## src/rtl/pipe_link_rx.sv

```systemverilog
// Receive end of a flop-pipelined link: a circular buffer that absorbs the words
// still in flight after stop is raised, with a sticky flag for any dropped word.
module pipe_link_rx #(
    parameter int unsigned WIDTH = 8,
    parameter int unsigned DEPTH = 1,
    parameter int unsigned BUF   = 2*DEPTH+3
) (
    input  logic             clk,
    input  logic             rst,
    input  logic             in_vld,
    input  logic [WIDTH-1:0] in_data,
    output logic             stop,
    output logic             out_vld,
    output logic [WIDTH-1:0] out_data,
    input  logic             out_rdy,
    output logic             ovf
);

    localparam int unsigned PW  = (BUF > 1) ? $clog2(BUF) : 1;
    localparam int unsigned CW  = $clog2(BUF+1);
    // stop is raised early enough that every word already in flight still fits
    localparam int unsigned THR = BUF - (2*DEPTH+1);

    generate
        if (BUF < 2*DEPTH+2) begin : g_bad_buf
            $error("pipe_link_rx: BUF must be at least 2*DEPTH+2");
        end
    endgenerate

    logic [WIDTH-1:0] mem [BUF];
    logic [PW-1:0]    wp;
    logic [PW-1:0]    rp;
    logic [CW-1:0]    cnt;
    logic [CW-1:0]    cnt_next;
    logic             vld_q;
    logic             push;
    logic             pop;
    logic             full;

    assign full     = (cnt == CW'(BUF));
    assign pop      = vld_q & out_rdy;
    assign push     = in_vld & (~full | pop);
    assign out_vld  = vld_q;
    assign out_data = mem[rp];

    // Post-update occupancy; push and pop together leave it unchanged.
    always_comb begin
        cnt_next = cnt;
        if (push && !pop) begin
            cnt_next = cnt + CW'(1);
        end else if (pop && !push) begin
            cnt_next = cnt - CW'(1);
        end
    end

    always_ff @(posedge clk) begin
        if (!rst && push) begin
            mem[wp] <= in_data;
        end
    end

    always_ff @(posedge clk) begin
        if (rst) begin
            wp    <= '0;
            rp    <= '0;
            cnt   <= '0;
            vld_q <= 1'b0;
            stop  <= 1'b0;
            ovf   <= 1'b0;
        end else begin
            if (push) begin
                wp <= (wp == PW'(BUF-1)) ? '0 : wp + PW'(1);
            end
            if (pop) begin
                rp <= (rp == PW'(BUF-1)) ? '0 : rp + PW'(1);
            end
            cnt   <= cnt_next;
            vld_q <= (cnt_next != '0);
            stop  <= (cnt_next >= CW'(THR));
            if (in_vld && full && !pop) begin
                ovf <= 1'b1;
            end
        end
    end

endmodule

```

## config.mk

```make
export PLATFORM = sky130hd
export DESIGN_NAME = pipe_link_rx
export DESIGN_NICKNAME = d
export VERILOG_FILES = /design/src/rtl/pipe_link_rx.sv
export SDC_FILE = /design/constraint.sdc
export NUM_CORES = 1
export LEC_CHECK = 0
export CAP_MARGIN = 0
export CORE_UTILIZATION = 29
export CTS_CLUSTER_DIAMETER = 80
export DETAILED_ROUTE_END_ITERATION = 10
export GPL_TIMING_DRIVEN = 1
export HOLD_SLACK_MARGIN = 0.08
export PLACE_DENSITY = 0.56
export SETUP_SLACK_MARGIN = 0.02
export SLEW_MARGIN = 20
export SYNTH_ARGS = -nofsm -noshare
export SYNTH_HDL_FRONTEND = slang
export SYNTH_SLANG_ARGS = --single-unit
```

## constraint.sdc

```tcl
create_clock -name clk -period 2.98 [get_ports clk]
set_input_delay 0.745 -clock clk [delete_from_list [all_inputs] [get_ports clk]]
set_output_delay 0.745 -clock clk [all_outputs]
set_load 0.01 [all_outputs]
```

# == After elaboration in Yosys (flattened, before gate mapping) ==
# Memory sizes are Yosys's and may differ from the RTL's. A register that Yosys moved wholly into a read port is not among the register bits.
# Index checks and enable logic that the tools add are counted.
# classes
addsub,4
multipliers,0
n_div,0
n_lt_le_gt_ge,1
eq_ne,3
n_shift,0
n_mux,8
n_bitwise,4
reduce_logical,9
# op_table
operator,n
3-bit two-way mux,6
"3-bit by 1-bit adder with 3-bit output, second input constant",3
"3-bit equality test, second input constant",3
1-bit logical AND,5
"3-bit by 2-bit >= comparator with 1-bit output, second input constant",1
1-bit zero test,3
3-bit nonzero test,1
"3-bit by 1-bit subtractor with 3-bit output, second input constant",1
1-bit AND,2
1-bit two-way mux,2
1-bit NOT,1
1-bit OR,1
# totals
register_bits,12
latchBits,0
ramBits,40
romBits,0
inputBits,12
n_memories,1
# mem_list
memory,depth,word_bits,rd,rd_clocked_by_memory_dff,write_ports,line_no,rtl
mem,5,8,1,1,1,30,logic [WIDTH-1:0] mem [BUF];

# == Depth between registers and ports, before layout ==
# depth
word_depth,9
mapped_depth,6
mapped_depth_nobuf,6

# == Worst setup path before layout ==
# OpenSTA, ideal clock, no wires.
# synth_path
kind,input to register
startpoint,input port out_rdy
endpoint,"memory mem[0][0], enable pin"
setup_time_ns,0.383
t_arrival_ns,2.006
required_ns,2.597
slack_ns,0.590
stages,5
path_buffers,1
cell_sequence,and2_1 > buf_6 > o21ai_4 > or3_4 > nor3_1
# synth_via
elab_chain_cells,6
# synth_lines
item,line_no,rtl
start: declaration,15,"input logic out_rdy,"
1-bit AND,41,assign pop = vld_q & out_rdy;
1-bit OR,42,assign push = in_vld & (~full | pop);
1-bit AND,42,
1-bit logical AND,57,if (!rst && push) begin
1-bit two-way mux,57,
1-bit two-way mux (implied by the code),58,mem[wp] <= in_data;
end: declaration,30,
# Every way passes these cells.

==> summary.md <==
| Metric | Value |
|---|---|
| Clock Power Share | `0.250` |
| Clk_lat worst skew | `0.30 ns` |
| Max-Cap Viols | `0` |
| Internal power | `1.22 mW` |
| Detailed Routing Iterations Pass 1 | `4` |
| Yosys warns | `0` |
| Layout Skew | `0.00507 ns` |
| Wire per inst | `14.6 µm` |
| Final Setup Violations | `0` |
| Pin count of the biggest net entering global routing | `19` |
| Starting Density | `0.305` |
| Worst Setup End Kind | `output pin` |
| Power Dens Cells | `612 nW/µm²` |
| Flop pwr share | `0.546` |
| Synth top area share | `0.535` |
| Worst-path cell chain | `buf_6 -> mux4_2 -> mux2_2 -> clkdlybuf4s50_1` |
| Root buffer cell | `clkbuf_8` |
| Vias in the first global route | `1,338` |
| Hold WC Path Type | `reg -> reg` |
| Synth Register Bits | `55` |
| GR met2 Demand/Resource | `0.190` |
| Initial antenna violation count | `0` |
| Die ar. | `8100 µm²` |
| Sink Count | `55` |
| Synthesized net count | `160` |
| Die Y | `90 µm` |
| Async set-reset flop share out of synthesis | `0` |
| Global routing usage on met1 | `0.126` |
| Vias per cell | `4.53` |
| I/O Buffers | `22` |
| Fmax | `352 MHz` |
| Top_reg_cell synth | `edfxtp_1` |
| Row cnt | `31` |
| Final Power | `1.66 mW` |
| Post-synthesis sequential area ratio | `0.669` |
| Library cells used by synthesis | `34` |
| Final Non-Filler Cells | `273` |
| Syn Area/Cell | `15.9 µm²` |
| Worst VDD drop | `0.000313 V` |
| Finished Cell Area | `2720 µm²` |
| TritonCTS Buffers | `5` |
| RD Place Congestion | `0.775` |
| Most frequent cells in the layout | `edfxtp_1, clkdlybuf4s50_1, dfxtp_1` |
| Run status | `finished clean` |
| Part of the cycle the worst path needs | `0.953` |
| Iter 0 DRT Violations | `41` |
| Remaining DRCs | `0` |
| Cells after Synth | `141` |
| Clock Tree Buf Depth | `2` |
| ANT cells | `0` |
| Slowest stage delay, CP | `0.52 ns` |
| Actual slew at the worst max-slew pin | `0.440 ns` |
| WL final | `4.00 mm` |
| Slew HR | `0.706` |
| H-tree depth | `2` |
| Core box area | `7370 µm²` |
| Final net count | `192` |
| CP required | `2.24 ns` |
| Worst EP arrival | `2.10 ns` |
| Clk slew on worst S/H paths | `0.09 ns` |
| GR peak layer | `met2` |
| Global route overflow | `0` |
| ANT nets after route | `0` |
| Post-Place Cells | `265` |
| Routed vias | `1,238` |
| Max Slew Vio Count | `0` |
| DP Area | `2620 µm²` |
| Buf+Inv Stages, Crit Path | `2` |
| Dpl hpwl | `2.88 mm` |
| Comb power frac | `0.204` |
| Post-synth top area cell | `edfxtp_1` |
| Synth area leaders | `edfxtp_1, dfxtp_1, mux4_2` |
| Net Switching | `0.439 mW` |
| Cts hold-fix bufs | `0` |
| First-pass GRT wire length | `6.71 mm` |
| Area Overhead vs Synth | `21.1%` |
| I/O pin count | `23` |
| CTS tree | `yes` |
| Family with the most delay on the worst path | `multiplexers` |
| Final setup TNS | `0 ns` |
| Hold Vio Cnt, Final | `0` |
| Critical path type | `reg -> out` |
| Startpoint Class | `register` |
| Fin util | `0.369` |
| Crit-path max FO | `8` |
| Met3 Resource Use GR | `0.0288` |
| Lkg Pwr | `0.910 nW` |
| Post-Syn Area | `2250 µm²` |
| Crit path max-delay cell type | `mux4_2` |
| Die Width | `90 µm` |
| Share of layout cells above drive strength 1 | `0.213` |
| Sw Share | `0.264` |
| RSZ-0062 raised after global routing | `no` |
| EDFF count, synth | `40` |
| Overall Global Routing Usage | `0.107` |
| Leading cell type in the layout, fill and taps excluded | `edfxtp_1` |
| Tmin final | `2.84 ns` |
path summary, 6_finish.rpt:
kind	startpoint	end	slack, ns	cells past startpoint
setup reg to reg	out_vld$_SDFF_PP0_	mem[0][2]$_DFFE_PP_	1.02	5
setup / recovery	register	out_data[1]	0.14	4
hold / removal	ovf$_SDFFE_PP0P_	ovf$_SDFFE_PP0P_	0.50	2
hold reg to reg	ovf$_SDFFE_PP0P_	ovf$_SDFFE_PP0P_	0.50	2
layer usage:
| metal | share of wire | up-vias |
|---|---|---|
| li1 | - | 594 |
| met2 | 0.51 | 21 |
| met4 | 0.0033 | 0 |
| met5 | 0 | - |
| met3 | 0.033 | 2 |
| met1 | 0.45 | 621 |
sequential cells by signal, summed over array words and instances (netlist names), named ones only:
| register | count |
|---|---|
| ovf | 1 |
| mem | 40 |
| out_vld | 1 |
| cnt | 3 |
| rp | 3 |
| stop | 1 |
| wp | 3 |
what timing repair did:
| action | in CTS | in global routing |
|---|---|---|
| setup buffers | 0 | 0 |
| setup endpoints to repair | 0 | 1 |
| endpoints found under the hold margin | 0 | 0 |
| resized for setup | 0 | 1 |
synth_stat cells, drive strengths merged, types with 2 or more instances:
| cell type | instances |
|---|---|
| a211o | 2 |
| a211oi | 3 |
| a21oi | 7 |
| and2 | 2 |
| buf | 4 |
| clkbuf | 2 |
| dfxtp | 15 |
| edfxtp | 40 |
| ha | 7 |
| inv | 7 |
| mux2 | 8 |
| mux2i | 4 |
| mux4 | 8 |
| nand2 | 5 |
| nand4 | 2 |
| nor2 | 7 |
| nor3 | 4 |
| o21ai | 3 |
per-stage QoR:
| step | setup slack [ns] | hold slack [ns] |
|---|---|---|
| 2_1_floorplan | 0.590 | 0.467 |
| 3_3_place_gp | 0.379 | 0.462 |
| 3_5_place_dp | 0.305 | 0.479 |
| 4_1_cts | 0.0679 | 0.507 |
| 5_1_grt | 0.0463 | 0.543 |
| 6_report | 0.139 | 0.503 |
power by group through the flow:
stage          logic, mW  clock network (mW)  registers, mW
2_1_floorplan      0.216                   0          0.915
3_3_place_gp       0.328                   0          0.922
3_5_place_dp       0.342                   0          0.926
4_1_cts            0.343               0.432          0.909
5_1_grt            0.373               0.461          0.916
6_report           0.339               0.416          0.908
final cells by class:
class,count,area [µm²]
Clock buffer,5,68.8
Clock inverter,3,23.8
Fill cell,706,4650
Inverter,7,26.3
Multi-Input combinational cell,73,683
Sequential cell,55,1500
Tap cell,99,124
Timing Repair Buffer,31,292
tightest hold or removal path, stage by stage, from the launching register on:
cell and delay, ns:
dfxtp_1 0.35, a21oi_1 0.04, nor2_1 0.08
logic make-up after synthesis:
family	share of synthesized area
muxes	0.138
and+or+nand+nor	0.0618
AOI/OAI and AO/OA	0.0613
adders and majority gates	0.0390
buffers and inverters	0.0273
DFF	0.669
xor gates and xnor gates	0.00390
Power figures use the tool's default switching activity.
